<file path="src/rtl/pending_encoder_8to3.sv">
`default_nettype none
// ============================================================================
//  Module   : pending_encoder_8to3
//  Purpose  : Sequential 8-to-3 priority encoder (the encode direction of a
//             3-to-8 decoder). Request lines are accumulated into a pending
//             mask. The index of the highest-priority pending bit (bit 0
//             highest) is presented on out with a valid/ack handshake. When
//             the index is consumed, its pending bit is cleared.
//  Ports    : clk      - rising-edge clock
//             rst_n    - synchronous reset, active low
//             en       - capture enable for req
//             req[7:0] - request lines, bit i requests index i
//             ack      - consumer accepts out (ignored while valid=0)
//             out[2:0] - presented index
//             valid    - out holds a pending index
//             pending  - registered pending mask
//             count    - number of set bits in pending
//             overflow - sticky: request hit an already-pending bit
//  Revision : 1.0 - initial release
// ============================================================================
module pending_encoder_8to3 #(
  parameter int N  = 8,
  parameter int W  = 3,
  parameter int CW = 4
) (
  input  logic          clk,
  input  logic          rst_n,
  input  logic          en,
  input  logic [N-1:0]  req,
  input  logic          ack,
  output logic [W-1:0]  out,
  output logic          valid,
  output logic [N-1:0]  pending,
  output logic [CW-1:0] count,
  output logic          overflow
);

  // Index of the lowest set bit (highest priority); zero for an empty mask.
  function automatic logic [W-1:0] lowest_index(input logic [N-1:0] m);
    logic [W-1:0] idx;
    idx = '0;
    for (int i = N - 1; i >= 0; i--) begin
      if (m[i]) idx = W'(i);
    end
    return idx;
  endfunction

  function automatic logic [CW-1:0] popcount(input logic [N-1:0] m);
    logic [CW-1:0] c;
    c = '0;
    for (int i = 0; i < N; i++) begin
      c = c + CW'(m[i]);
    end
    return c;
  endfunction

  // State registers
  logic [N-1:0]  pending_q, pending_d;
  logic [W-1:0]  out_q,     out_d;
  logic          valid_q,   valid_d;
  logic [CW-1:0] count_q,   count_d;
  logic          overflow_q, overflow_d;

  // Combinational helpers
  logic          take;
  logic [N-1:0]  clr_mask;
  logic [N-1:0]  req_in;
  logic [N-1:0]  kept;

  always_comb begin
    take     = valid_q & ack;
    clr_mask = take ? ({{(N-1){1'b0}}, 1'b1} << out_q) : '0;
    req_in   = en ? req : '0;
    kept     = pending_q & ~clr_mask;

    // The new request is ORed after the clear, so a request and a consume
    // of the same bit in one cycle leave that bit pending.
    pending_d = kept | req_in;

    // A presented index is locked until consumed: a newly arriving
    // higher-priority request must not swap out under the consumer.
    if (!valid_q || take) begin
      out_d = lowest_index(pending_d);
    end else begin
      out_d = out_q;
    end

    valid_d    = |pending_d;
    count_d    = popcount(pending_d);
    // Only bits that stay pending count as a collision; re-requesting the
    // bit being consumed this cycle is a legitimate re-arm.
    overflow_d = overflow_q | (|(req_in & kept));
  end

  always_ff @(posedge clk) begin
    if (!rst_n) begin
      pending_q  <= '0;
      out_q      <= '0;
      valid_q    <= 1'b0;
      count_q    <= '0;
      overflow_q <= 1'b0;
    end else begin
      pending_q  <= pending_d;
      out_q      <= out_d;
      valid_q    <= valid_d;
      count_q    <= count_d;
      overflow_q <= overflow_d;
    end
  end

  assign out      = out_q;
  assign valid    = valid_q;
  assign pending  = pending_q;
  assign count    = count_q;
  assign overflow = overflow_q;

endmodule
`default_nettype wire

</file>
<file path="config.mk">
export PLATFORM = sky130hd
export DESIGN_NAME = pending_encoder_8to3
export DESIGN_NICKNAME = d
export VERILOG_FILES = /design/src/rtl/pending_encoder_8to3.sv
export SDC_FILE = /design/constraint.sdc
export NUM_CORES = 1
export LEC_CHECK = 0
export ABC_AREA = 1
export BUFFER_PORTS_ARGS = -buffer_cell sky130_fd_sc_hd__buf_2
export CAP_MARGIN = 40
export CORE_MARGIN = 2
export CORE_UTILIZATION = 53
export CTS_BUF_LIST = sky130_fd_sc_hd__clkbuf_4
export CTS_CLUSTER_SIZE = 16
export DETAILED_ROUTE_END_ITERATION = 10
export GPL_TIMING_DRIVEN = 0
export PLACE_DENSITY_LB_ADDON = 0.2
export SLEW_MARGIN = 20
export SYNTH_ARGS = -nofsm -noshare
export SYNTH_HDL_FRONTEND = slang
export SYNTH_SLANG_ARGS = --single-unit
</file>
<file path="constraint.sdc">
create_clock -name clk -period 4.2 [get_ports clk]
set_input_delay 0.42 -clock clk [delete_from_list [all_inputs] [get_ports clk]]
set_output_delay 0.42 -clock clk [all_outputs]
set_load 0.1 [all_outputs]
</file>
[Yosys cells after proc, flatten, opt, wreduce, memory -nomap -nowiden]
Index checks and enable logic that the tools add are counted.
Word-level totals
  bits in registers: 17
  input port bits: 12
  output and inout bits: 17
  word-level logic and storage cells: 33
Cells by class
  add/subtract/negate cells: 7
  shift-type cells: 1
  muxes and demuxes: 10
  bitwise gates (word level): 6
  reduce and logical (&&, ||, !) cells: 4
Operator list (number)
  2-to-1 mux 3 bit: 8
  adder 4 x 1 -> 4 bit: 4
  AND 8 bit: 2
  2-to-1 mux 8 bit: 2
  OR reduction 8 bit: 2
  NOT 8 bit: 1
  bitwise OR 8 bit: 1
  left shift 1 x 3 -> 8 bit, first input constant: 1
  adder 3 x 1 -> 4 bit: 1
  adder 2 x 1 -> 3 bit: 1
  adder 1 x 1 -> 2 bit: 1
  AND 1 bit: 1
  logical NOT 1 bit: 1
  logical OR 1 bit: 1
  bitwise OR 1 bit: 1

[Logic depth before layout (Yosys ltp)]
  depth after elaboration: 13
  gate-level depth with buffers: 15
  depth with buffers taken out: 15

[Worst setup path after synthesis]
Ideal clock, no wire load.
  kind: register to register
  start: register valid_q, in the netlist valid
  end: register count_q[2], in the netlist count[2]
  library setup time: 128 ps
  arrival time: 3842 ps
  required time: 4072 ps
  setup slack: 230 ps
  stages on the path, launching flop included: 16
  buffers on the path: 0
  clock period less this slack: 3970 ps
  cells stage by stage: dfxtp_1 nand2_1 nor2_2 a21boi_1 a21oi_2 inv_2 fa_1 fa_1 inv_1 fa_1 inv_1 ha_1 inv_1 fa_1 xor2_1 nor2_1
Between the ends
  elaborated cells on any way between the ends: 12
  classes of those cells: add/sub: 7; mux: 1; bitwise: 4
RTL lines
  start: declaration: line 60  | logic valid_q, valid_d;
  start signal: assignment: line 105  | valid_q <= valid_d;
  AND 1 bit: line 71  | take = valid_q & ack;
  2-to-1 mux 8 bit: line 72  | clr_mask = take ? ({{(N-1){1'b0}}, 1'b1} << out_q) : '0;
  NOT 8 bit: line 74  | kept = pending_q & ~clr_mask;
  AND 8 bit: line 74
  bitwise OR 8 bit: line 78  | pending_d = kept | req_in;
  net pending_d[3]: line 58  | logic [N-1:0] pending_q, pending_d;
  adder 3 x 1 -> 4 bit: line 52  | c = c + CW'(m[i]);
  adder 4 x 1 -> 4 bit (4 in a row): line 52
  end signal: assignment: line 106  | count_q <= count_d;
  end: declaration: line 61  | logic [CW-1:0] count_q, count_d;
The timed path passes the listed nets, and every way through them passes these cells.
A chain may end at the register's enable or synchronous reset.

[Final worst setup path]
Ends and elaborated chain as after synthesis.

==> run_results.csv <==
group,metric,value,unit
clock_tree,clock_path_buffers,2,
timing,fin_ws,718,ps
setup_path,cp_num_buf_inv,4,
timing,maxSlewViolCount,0,
placed_design,place_area,1190,µm²
die,core,1780,µm²
setup_path,path_cells,"nand2_1, nor2_2, a21boi_1, a21oi_2, inv_2, fa_1, fa_1, inv_1, fa_1, inv_1, ha_1, inv_1, fa_1, xor2_1, nor2_1",
finish,fin_area,1220,µm²
worst_hold_path,hold_path_startpoint,"rst_n",
worst_hold_path,min_path_type,"in2reg",
die,start_util,57.7,%
synthesis,synth.most_common_cell,"nand2_1",
drt,drt-pass1-iter-count,4,
drt,wl,2090,µm
timing,max_slew_margin,67.9,%
setup_path,r2r_cells,15,
finish,finalNetCount,185,
global_routing,overflow,0,
placed_design,post-place-ws,575,ps
synthesis,synth_fa_ha_area_share,12.7,%
global_routing,grt_antenna_before_repair,0,
power_and_ir_drop,p_per_area,488,nW/µm²
synthesis,yosys.cell_types.count,31,
run,drv_cap,0,
clock_tree,cts_setup_buffers,0,
finish,diodes,0,
synthesis,yosys_warnings,0,
drt,postRouteAntennaNets,0,
timing,tightest_slew,481,ps
clock_tree,worstSkewPairLatency,290,ps
clock_tree,cts_buffers,3,
synthesis,synth_top_family_by_area,"simple AND/OR/NAND/NOR gates",
drt,via_per_inst,4.97,
power_and_ir_drop,total_power,0.597,mW
synthesis,synth_top_cell_area_share,33.1,%
synthesis,syn-num-nets,153,
synthesis,ys_async_sr_fraction,0,%
setup_path,reg2reg_from,"valid",
clock_tree,cts-resized-gates,0,
setup_path,max_stage_delay,530,ps
timing,final_hold_viol_count,0,
drt,wl_per_cell,11.1,µm
setup_path,reg2reg_setup_slack,720,ps
worst_hold_path,holdPathEnd,"count[0]",
die,dieArea,2310,µm²
global_routing,grt_util_all_layers,20.8,%
synthesis,yosysTopAreaCell,"dfxtp_1",
timing,tns,0,ps
die,die_width,48.1,µm
timing,setup_viol,0,
timing,fin_skew,6.63,ps
placed_design,gp_congestion,0.885,
setup_path,crit_slowest_cell,"fa_1",
synthesis,synth-main-ff-cell,"dfxtp_1",
clock_tree,cts_sinks,17,
timing,rsz0062_at_grt,"false",
outcome,status,"completed",
setup_path,worstPathRequired,4370,ps
placed_design,io_buffers,27,
clock_tree,htreeDepth,1,
die,ios,29,
synthesis,ys_ff_latch,17,
setup_path,start_kind,"register",
drt,vias,940,
die,fp.dieH,48.1,µm
setup_path,arrival,3650,ps
setup_path,crit_fanout,4,
synthesis,yosysSeqAreaShare,33.1,%
global_routing,grt_max_degree,11,
finish,layout-drive-gt1-share,31.1,%
worst_hold_path,whs_path_depth,3,
global_routing,grt_pass1_vias,792,
synthesis,yosys.area_share.simple,30.8,%
clock_tree,cts.hold.buffers_added,0,
synthesis,synthesis.area,1030,µm²
synthesis,synth_compound_area_share,12.4,%
setup_path,cp_top_family,"adder cells",
synthesis,synthMuxAreaShare,0,%
setup_path,end_kind,"register",
drt,drt_iter0_drc,25,
placed_design,dp_hpwl,1720,µm
power_and_ir_drop,p_leak,0.652,nW
timing,fmax,287,MHz
synthesis,synthCells,133,
synthesis,syn_area_per_cell,7.73,µm²
timing,fin_crit,3480,ps
die,rows,15,
drt,drc,0,
synthesis,synth_common_cells,"nand2_1 (29), inv_1 (21), dfxtp_1 (17), nor2_1 (16)",
timing,fin_crit_sh,82.9,%
clock_tree,tritoncts,"built",
clock_tree,clkSlewWorstSetupHoldPaths,100,ps
setup_path,cpMostUsedCell,"fa_1",
global_routing,grt_pass1_wl,3290,µm
clock_tree,cts_root_buffer,"clkbuf_4",
synthesis,synthXorXnorAreaFrac,0.852,%
setup_path,worst-setup-path-type,"reg2reg",
synthesis,synth_edf_count,0,
power_and_ir_drop,peakVddDrop,378,µV
finish,synthToLayoutAreaGrowth,18.9,%
setup_path,rr_endpoint,"count[2]",
synthesis,synth_area_leaders,"dfxtp_1 (33%), nand2_1 (11%), fa_1 (7.8%), inv_1 (7.7%), nor2_1 (5.8%)",
[metal layers]
metal  GRT usage [%]  wire, µm
met2            34.7      1020
met1            26.4       919
met3            3.77       122
met4            8.65        28
met5               0         0
[flip-flops by register name, summed over array words and instances, names as in the netlist]
name,count
count,4
pending,8
overflow,1
out,3
valid,1
[power breakdown]
group          internal, mW  switching, mW  leakage [nW]  total [mW]
clock                0.0354         0.0504        0.0177      0.0858
sequential            0.183        0.00927         0.141       0.192
combinational        0.0699          0.249         0.493       0.318
[placed cells by master, fill, tap and decap left out, drive strengths merged]
master and count:
dfxtp 17, a21oi 7, buf 28, and3 1, o211ai 1, clkbuf 4
nor2 22, o21ai 4, o21a 1, nor4 1, nor3 4, a31oi 1
o22ai 1, ha 4, xor2 1, clkinv 3, nand2 32, a21boi 2
nand3 3, fa 4, inv 23
[worst register-to-register path, delay by kind of cell, from the launching register on]
family / cells / cell delay [ps]
AOI/OAI and AO/OA: 2 / 320
adders and majority gates: 5 / 1960
xor gates and xnor gates: 1 / 140
DFF: 1 / 390
buffers and inverters: 4 / 260
and+or+nand+nor: 3 / 300
[metrics by stage]
step                      hold WS (ps)  utilization [%]  std cells
after global placement             505             67.0        185
after global routing               331             68.6        189
after CTS                          341             68.6        189
after detailed placement           508             67.0        185
final                              337             68.6        189
after floorplan                    513                -        133
[how the worst max path moves through the flow]
stage	depth (start not counted)	to	startpoint	slack, ps
after global placement	16	count[2]	ack	620
after detailed placement	16	count[2]	ack	570
final	15	count[2]	valid	720
after CTS	15	count[2]	valid	710
after floorplan	15	count[2]	valid	230
after global routing	15	count[2]	valid	510
[logic make-up (layout without fill, tap and decap cells)]
logic type | count (synthesis) | count (layout)
fa+ha+maj | 8 | 8
xor+xnor | 1 | 1
compound gates | 17 | 17
flops | 17 | 17
simple gates | 63 | 63
buf+inv | 27 | 58
[final cells by class]
cell class,count,area [µm²]
multi-input combinational,89,583
fill,156,561
sequential,17,340
timing repair buffer,27,135
inverter,25,93.8
tap,25,31.3
clock buffer,3,22.5
buffer,2,11.3
clock inverter,1,5.00
Note: power is estimated with default switching activity, not from simulation.
